[config.mk]
export PLATFORM = sky130hd
export DESIGN_NAME = sequence_player
export DESIGN_NICKNAME = d
export VERILOG_FILES = /design/src/rtl/simon_pkg.sv /design/src/rtl/sequence_player_press_detect.sv /design/src/rtl/sequence_player.sv
export SDC_FILE = /design/constraint.sdc
export NUM_CORES = 1
export LEC_CHECK = 0
export ABC_AREA = 0
export BUFFER_PORTS_ARGS = -buffer_cell sky130_fd_sc_hd__buf_2
export CELL_PAD_IN_SITES_DETAIL_PLACEMENT = 0
export CELL_PAD_IN_SITES_GLOBAL_PLACEMENT = 1
export CORE_UTILIZATION = 34
export CTS_CLUSTER_SIZE = 30
export DETAILED_ROUTE_END_ITERATION = 8
export PLACE_DENSITY = 0.81
export SLEW_MARGIN = 5
export SYNTH_ARGS = -nofsm -noshare
export SYNTH_HDL_FRONTEND = slang
export SYNTH_SLANG_ARGS = --single-unit
[constraint.sdc]
create_clock -name clk -period 4.9 [get_ports clk]
set_clock_uncertainty 0.1 [all_clocks]
set_input_delay 1.225 -clock clk [delete_from_list [all_inputs] [get_ports clk]]
set_output_delay 1.225 -clock clk [all_outputs]
set_load 0.01 [all_outputs]
[src/rtl/simon_pkg.sv]
// Shared types for the Simon-style game datapath: colour encoding, the
// sequence-player state set, and the colour-to-LED decode.
package simon_pkg;

    localparam int NUM_COLORS = 4;

    typedef logic [1:0] color_t;

    typedef enum logic [2:0] {
        ST_IDLE     = 3'd0,
        ST_PAUSE    = 3'd1,
        ST_SHOW_ON  = 3'd2,
        ST_SHOW_OFF = 3'd3,
        ST_WAIT_IN  = 3'd4,
        ST_WIN      = 3'd5,
        ST_LOSE     = 3'd6
    } state_t;

    // One-hot LED pattern for a colour (bit i lights colour i).
    function automatic logic [NUM_COLORS-1:0] onehot(input color_t c);
        logic [NUM_COLORS-1:0] r;
        r    = '0;
        r[c] = 1'b1;
        return r;
    endfunction

endpackage

[src/rtl/sequence_player_press_detect.sv]
// Button press detector: keeps last cycle's button vector and reports rising
// edges on the current vector. A single rising bit is a press of that colour;
// two or more rising in the same cycle is flagged separately. The previous
// value register updates every cycle regardless of who consumes the result,
// so a button already held when the consumer starts listening is not a press.
module press_detect
    import simon_pkg::*;
(
    input  logic                  clk,
    input  logic                  reset,
    input  logic [NUM_COLORS-1:0] buttons,
    output logic                  press_valid,
    output color_t                press_color,
    output logic                  multi_press
);

    logic [NUM_COLORS-1:0] prev_q, prev_d;
    logic [NUM_COLORS-1:0] rise;
    logic [2:0]            rise_cnt;

    // Previous-value register always tracks the live buttons.
    always_comb begin
        prev_d = buttons;
    end

    // Edge-history register.
    always_ff @(posedge clk) begin
        if (reset) begin
            prev_q <= '0;
        end else begin
            prev_q <= prev_d;
        end
    end

    // Rising-edge decode: count of new bits and the colour of the (single) new bit.
    always_comb begin
        rise        = buttons & ~prev_q;
        rise_cnt    = '0;
        press_color = '0;
        for (int i = 0; i < NUM_COLORS; i++) begin
            rise_cnt = rise_cnt + {2'b00, rise[i]};
            if (rise[i]) begin
                press_color = i[1:0];
            end
        end
        press_valid = (rise_cnt == 3'd1);
        multi_press = (rise_cnt > 3'd1);
    end

endmodule

[src/rtl/sequence_player.sv]
// Simon sequence player: plays the first `round` colours of the generator's
// sequence on the LEDs, then checks the player's presses against them, growing
// the round by one after each fully matched round until SEQ_LEN is reached.
// Optional build macro SEQ_PLAYER_TIMEOUT_EN adds a per-press idle timeout
// (INPUT_TIMEOUT cycles) in the input phase; without it the input phase waits
// indefinitely.
module sequence_player
    import simon_pkg::*;
#(
    parameter int SEQ_LEN       = 100,
    parameter int SHOW_CYCLES   = 25_000_000,
    parameter int GAP_CYCLES    = 12_000_000,
    parameter int INPUT_TIMEOUT = 250_000_000
) (
    input  logic                  clk,
    input  logic                  reset,
    input  color_t [SEQ_LEN-1:0]  game_sequence,
    input  logic                  go,
    input  logic [NUM_COLORS-1:0] buttons,
    output logic                  seq_freeze,
    output logic [NUM_COLORS-1:0] led,
    output logic [6:0]            round,
    output logic                  playing,
    output logic                  win,
    output logic                  lose
);

    localparam int IDX_W  = (SEQ_LEN > 1) ? $clog2(SEQ_LEN) : 1;
    localparam int PH_MAX = (SHOW_CYCLES > GAP_CYCLES) ? SHOW_CYCLES : GAP_CYCLES;
    localparam int TMR_W  = $clog2(PH_MAX + 1);

    localparam logic [IDX_W-1:0] IDX_ONE   = IDX_W'(1);
    localparam logic [TMR_W-1:0] TMR_ONE   = TMR_W'(1);
    localparam logic [TMR_W-1:0] SHOW_LAST = TMR_W'(SHOW_CYCLES - 1);
    localparam logic [TMR_W-1:0] GAP_LAST  = TMR_W'(GAP_CYCLES - 1);
    localparam logic [6:0]       ROUND_MAX = 7'(SEQ_LEN);

    // Reject parameter sets the counters cannot represent.
    if (SEQ_LEN < 1 || SEQ_LEN > 127 || SHOW_CYCLES < 1 || GAP_CYCLES < 1 ||
        INPUT_TIMEOUT < 1) begin : g_cfg_check
        $error("sequence_player: invalid parameter set");
    end

    state_t             state_q, state_d;
    logic [IDX_W-1:0]   idx_q, idx_d;
    logic [6:0]         round_q, round_d;
    logic [TMR_W-1:0]   tmr_q, tmr_d;

    logic   press_valid;
    logic   multi_press;
    color_t press_color;
    logic   last_idx;
    logic   timeout_hit;

    press_detect u_press_detect (
        .clk         (clk),
        .reset       (reset),
        .buttons     (buttons),
        .press_valid (press_valid),
        .press_color (press_color),
        .multi_press (multi_press)
    );

    // idx points at the final entry of the current round.
    always_comb begin
        last_idx = (7'(idx_q) == (round_q - 7'd1));
    end

`ifdef SEQ_PLAYER_TIMEOUT_EN
    localparam int TO_W = $clog2(INPUT_TIMEOUT + 1);
    localparam logic [TO_W-1:0] TO_LAST = TO_W'(INPUT_TIMEOUT - 1);
    localparam logic [TO_W-1:0] TO_ONE  = TO_W'(1);

    logic [TO_W-1:0] to_cnt_q, to_cnt_d;

    // Idle counter: runs only while staying in WAIT_IN with no single press;
    // any state change or accepted press restarts it.
    always_comb begin
        to_cnt_d = '0;
        if (state_q == ST_WAIT_IN && state_d == ST_WAIT_IN && !press_valid) begin
            to_cnt_d = to_cnt_q + TO_ONE;
        end
        timeout_hit = (state_q == ST_WAIT_IN) && (to_cnt_q == TO_LAST);
    end

    // Idle counter register.
    always_ff @(posedge clk) begin
        if (reset) begin
            to_cnt_q <= '0;
        end else begin
            to_cnt_q <= to_cnt_d;
        end
    end
`else
    // No timeout: the input phase waits for the player forever.
    always_comb begin
        timeout_hit = 1'b0;
    end
`endif

    // Next-state, entry index and round length.
    always_comb begin
        state_d = state_q;
        idx_d   = idx_q;
        round_d = round_q;
        case (state_q)
            ST_IDLE, ST_WIN, ST_LOSE: begin
                if (go) begin
                    state_d = ST_PAUSE;
                    round_d = 7'd1;
                    idx_d   = '0;
                end
            end
            ST_PAUSE: begin
                if (tmr_q == GAP_LAST) begin
                    state_d = ST_SHOW_ON;
                end
            end
            ST_SHOW_ON: begin
                if (tmr_q == SHOW_LAST) begin
                    state_d = ST_SHOW_OFF;
                end
            end
            ST_SHOW_OFF: begin
                if (tmr_q == GAP_LAST) begin
                    if (last_idx) begin
                        idx_d   = '0;
                        state_d = ST_WAIT_IN;
                    end else begin
                        idx_d   = idx_q + IDX_ONE;
                        state_d = ST_SHOW_ON;
                    end
                end
            end
            ST_WAIT_IN: begin
                if (multi_press) begin
                    state_d = ST_LOSE;
                end else if (press_valid) begin
                    if (press_color != game_sequence[idx_q]) begin
                        state_d = ST_LOSE;
                    end else if (!last_idx) begin
                        idx_d = idx_q + IDX_ONE;
                    end else if (round_q == ROUND_MAX) begin
                        state_d = ST_WIN;
                    end else begin
                        round_d = round_q + 7'd1;
                        idx_d   = '0;
                        state_d = ST_PAUSE;
                    end
                end else if (timeout_hit) begin
                    state_d = ST_LOSE;
                end
            end
            default: begin
                state_d = ST_IDLE;
            end
        endcase
    end

    // Phase timer: counts inside the timed phases, cleared on any state change.
    always_comb begin
        tmr_d = '0;
        if (state_d == state_q &&
            (state_q == ST_PAUSE || state_q == ST_SHOW_ON || state_q == ST_SHOW_OFF)) begin
            tmr_d = tmr_q + TMR_ONE;
        end
    end

    // State, index, round and timer registers.
    always_ff @(posedge clk) begin
        if (reset) begin
            state_q <= ST_IDLE;
            idx_q   <= '0;
            round_q <= '0;
            tmr_q   <= '0;
        end else begin
            state_q <= state_d;
            idx_q   <= idx_d;
            round_q <= round_d;
            tmr_q   <= tmr_d;
        end
    end

    // Output decode from the current state.
    always_comb begin
        seq_freeze = 1'b0;
        led        = '0;
        playing    = 1'b0;
        win        = 1'b0;
        lose       = 1'b0;
        round      = round_q;
        case (state_q)
            ST_PAUSE: begin
                seq_freeze = 1'b1;
                playing    = 1'b1;
            end
            ST_SHOW_ON: begin
                seq_freeze = 1'b1;
                playing    = 1'b1;
                led        = onehot(game_sequence[idx_q]);
            end
            ST_SHOW_OFF: begin
                seq_freeze = 1'b1;
                playing    = 1'b1;
            end
            ST_WAIT_IN: begin
                seq_freeze = 1'b1;
                led        = buttons;
            end
            ST_WIN: begin
                led = '1;
                win = 1'b1;
            end
            ST_LOSE: begin
                lose = 1'b1;
            end
            default: begin
                seq_freeze = 1'b0;
            end
        endcase
    end

endmodule

---- Word level (Yosys, flattened, before mapping) ----
Index checks and enable logic that the tools add are counted.
word-level totals
  bits in registers ....................... 46
  bits of input ports ..................... 207
  output and inout port bits .............. 15
  word-level logic and storage cells ...... 92
cells by class
  add/subtract/negate cells ............... 7
  magnitude comparators ................... 4
  equality and inequality tests ........... 21
  multiplexer cells ....................... 39
  bitwise logic cells ..................... 3
  reduce and logical (&&, ||, !) cells .... 13
operators with widths
  kind                   number
  $mux 7                 14
  $mux 3                 10
  $add 25x1->25 const B  1
  $eq 25x24->1 const B   1
  $eq 25x25->1 const B   1
  $pmux 7 s3             1
  $pmux 3 s5             1
  $add 7x1->7 const B    2
  $bmux 2 s7             1
  $ne 2x2->1 const B     7
  $pmux 7 s2             1
  $reduce_and 7->1       2
  $pmux 4 s3             1
  $eq 3x3->1 const B     3
  $lt 7x8->1 const B     1
  $eq 7x7->1             1
  $eq 7x7->1 const B     1
  $sub 7x1->7 const B    1
  $add 3x1->3            2
  $eq 3x1->1 const B     2
  $eq 3x2->1 const B     2
  $mux 1                 6
  $mux 2                 3
  $reduce_or 3->1        2
  other kinds (18)       20

---- Longest topological paths before layout ----
  depth in word-level cells ............... 14
  mapped depth ............................ 13
  mapped depth without buffers ............ 13

---- Hierarchy ----
Synthesis repeated with hierarchy kept, for this count alone.
unflattened totals
  cells, all modules ...................... 532
  area total of the unflattened synthesis .. 4559.4 um2
by module, submodules not included
  module           instances  cells an instance  area each (um2)  sequential area each (um2)
  sequence_player  1          507                4315.4           840.8
  press_detect     1          25                 244.0            80.1

---- Least setup slack after synthesis ----
OpenSTA, ideal clock, no wires.
  kind .................................... input port to output port
  start ................................... input port game_sequence[55] in the netlist's numbering
  end ..................................... output port led[1]
  arrival time ............................ 2.886 ns
  data required time ...................... 3.575 ns
  path slack .............................. 0.689 ns
  stages .................................. 7
  path buffers ............................ 0
  path through ............................ mux4_1 a22o_1 a2111oi_1 a211o_1 a41o_4 nand2_1 o22ai_1
between the ends
  cells in the longest elaborated chain, start to end .. 7
  elaborated cells on any way between the ends .. 8
  those cells by class .................... 2 x order compare; 5 x mux; 1 x reduce/logical
ends and longest elaborated chain
  item                                                            line                    source
  start: declaration                                              sequence_player.sv:17   input color_t [SEQ_LEN-1:0] game_sequence,
  $bmux 2 s7 *                                                    sequence_player.sv:200  led = onehot(game_sequence[idx_q]);
  $mux 2 (implied by the code) *                                  sequence_player.sv:200
  $lt 2x3->1 (implied by the code) or $ge 2x1->1 (tied branches)  simon_pkg.sv:23         r[c] = 1'b1;
  $logic_and 1x1->1 (implied by the code)                         simon_pkg.sv:23
  $mux 1 (implied by the code)                                    simon_pkg.sv:23
  $demux 1 s2 *                                                   simon_pkg.sv:23
  $pmux 4 s3 *                                                    sequence_player.sv:192  case (state_q)
  end: declaration                                                sequence_player.sv:21   output logic [NUM_COLORS-1:0] led,
Mark *: on every way between the ends. The rest lies on a longest branch, timed or not. The select of a mux whose other input is x is not followed.

---- Final worst setup path ----
Same ends and word-level chain as after synthesis.

==> results.json <==
{
  "synth-seq-cells": 46,
  "wirelength_um": 15570,
  "tightest_slew_ns": 0.9398,
  "yosysWarningCount": 0,
  "synth_cells": 515,
  "cts-htree-levels": 2,
  "finish.net_count": 928,
  "drive_above_1_share_pct": 38.15,
  "wire_per_inst_um": 17.52,
  "met2WireLength_um": 7167,
  "maxSlewViolCount": 0,
  "die_y_um": 119.0,
  "ys_types": 74,
  "wl_met1_um": 7054,
  "cp.required_ns": 3.58,
  "core_um2": 13300,
  "critPathLaunchType": "input pin",
  "io_buffers": 221,
  "grt_overflow": 0,
  "setup_viol": 0,
  "clockPowerShare_pct": 38.8,
  "cts_inserted_buffers": 5,
  "die_w_um": 119.0,
  "rows": 42,
  "ctsRootBufferMaster": "clkbuf_16",
  "path_max_fanout": 5,
  "async_reset_ff_share_pct": 0,
  "timing.reg2reg.setup_slack_ns": 1.16,
  "critPathArrivalTime_ns": 3.32,
  "wl_met3_um": 1186,
  "clk_path_buf_depth": 2,
  "relSlewSlack_pct": 37.35,
  "max_cap_viol_count": 0,
  "critical-path-max-stage-delay_ns": 0.50,
  "cts_hold_buf": 0,
  "antenna_found_initial": 3,
  "route.top_layer_used": "met5",
  "fin_setup_tns_ns": 0,
  "ys_seq_area_share_pct": 19.79,
  "clkTransAtPathRegs_ns": 0.06,
  "crit_path_frequent_cell": "buf_2",
  "vias": 4950,
  "drtPass1Iterations": 5,
  "fmax_ghz": 0.2154,
  "grt_pass1_vias": 4710,
  "synthesis.area_um2": 4653,
  "grt_max_degree": 32,
  "synth_fp_nets": 731,
  "cts_tree": "done",
  "synthTopCellsByArea": "dfxtp_1 (20%), mux4_2 (10%), mux4_1 (7.9%)",
  "drt_iter0_markers": 408,
  "place.gp.congestion": 0.8222,
  "hold_viol": 0,
  "area_growth_pct": 28.05,
  "initial_core_util_pct": 35.00,
  "swShare_pct": 24.21,
  "crit_chain": "buf_2 > mux4_1 > a22o_1 > a2111oi_1 > a211o_1 > a41o_4 > nand2_1 > o22ai_1 > buf_2",
  "p_leak_uw": 0.002442,
  "grt_use_total_pct": 21.34,
  "fp.dieArea_um2": 14160,
  "antenna_cells": 0,
  "synth.avg_cell_area_um2": 9.035,
  "grt_pass1_wl_um": 24300,
  "drt_drc_violations_left": 0,
  "fin_crit_sh_pct": 94.74,
  "vias_per_cell": 5.568,
  "internal_power_uw": 736.1,
  "pwr_density_cell_nw_per_um2": 163.0,
  "dp_hpwl_um": 12640,
  "synth_top_cell_by_area": "dfxtp_1",
  "ys.flop_type": "dfxtp_1",
  "fin_crit_ns": 4.642,
  "cts_sinks": 46,
  "postCtsSetupBuffers": 0,
  "post-place-ws_ns": 0.2613,
  "synth_top_area_share_pct": 19.79,
  "cpMaxStageDelayCell": "mux4_1",
  "combPwrFrac_pct": 21.6,
  "cts_resized": 0,
  "pin_count": 222,
  "crit_type": "input pin to output pin",
  "fin_ws_ns": 0.2578,
  "clock_latency_ns": 0.29,
  "seq_power_share_pct": 39.6,
  "p_switching_uw": 235.1,
  "synth_edf_count": 0,
  "final_antenna_net_count": 0,
  "rsz0062_at_grt": "false",
  "crit_path_end_kind": "output pin",
  "ir_drop_v": 0.0001143,
  "hp-class": "flop to flop",
  "status": "complete, no violations"
}
[final cells by class]
| cell class | count | area, µm² |
|---|---|---|
| clock buffer | 7 | 132.6 |
| clock inverter | 1 | 30.03 |
| fill | 1334 | 7337 |
| inverter | 17 | 63.81 |
| multi-input combinational | 416 | 3428 |
| sequential | 46 | 927.1 |
| tap | 176 | 220.2 |
| timing repair buffer | 226 | 1156 |
[power by group through the flow]
stage	Combinational, µW	Sequential (µW)	Clock [µW]
detailed placement	208	393	0
CTS	209	385	384
global placement	200	393	0
finish	210	385	377
floorplan	106	390	0
global route	230	385	400
[synth_stat cells (all sizes together) (9+ instances only)]
cell type	number
a21oi	12
and3	9
buf	23
clkbuf	13
dfxtp	46
inv	16
mux2i	27
mux4	35
nand2	33
nand3	25
nor2	65
nor2b	17
nor3	14
o21ai	11
xnor2	17
xor2	18
[critical path, delay by kind of cell]
kind / cells / cell delay (ns)
AO/OA/AOI/OAI: 5 / 1.27
buffers and inverters: 2 / 0.25
multiplexers: 1 / 0.50
AND/OR/NAND/NOR: 1 / 0.06
[cells in the final DEF, fill, tap and decap left out, drive strengths merged, types with 9 or more instances in the layout]
master and instances:
buf 226, nor2b 17, and3 9, o21ai 11, inv 16, xor2 18, nor3 14, nand2 33
nor2 65, a21oi 12, nand3 25, xnor2 17, mux2i 27, mux4 35, dfxtp 46
[cell families after synthesis]
group | synth area share [%]
AOI/OAI and AO/OA | 16.00
xor gates and xnor gates | 7.394
adders and majority gates | 2.581
buffers and inverters | 6.534
DFF | 19.79
muxes | 25.41
and+or+nand+nor | 22.29
[through the flow]
stage          hold WS [ns]  utilization [%]  cells  instance area (µm²)  total power, µW
5_1_grt              0.3929            44.81    889                 5958             1015
2_1_floorplan        0.3298                -    515                 4653            496.1
4_1_cts              0.3729            44.81    889                 5958            977.9
6_report             0.3716            44.81    889                 5958            971.2
3_3_place_gp         0.3408            43.59    881                 5796            593.2
3_5_place_dp         0.3584            43.59    881                 5796            600.7
[routing by layer]
layer	up-vias	global-route usage [%]
met5	-	0
met4	6	3.797
met3	22	4.741
met2	201	33.65
met1	2361	29.94
li1	2360	-
[path summary, 6_finish.rpt]
| path | from | endpoint | depth (start not counted) |
|---|---|---|---|
| max reg2reg | idx_q[0] | idx_q[0] | 10 |
| max | game_sequence[55] | led[1] | 9 |
| min | tmr_q[0] | tmr_q[0] | 1 |
| min reg2reg | tmr_q[0] | tmr_q[0] | 1 |
[state kept, by name (all words and copies together) (netlist names)]
name	flops
tmr_q	25
idx_q	7
round	7
u_press_detect.prev_q	4
state_q	3
Note: power is estimated with default switching activity, not from simulation.
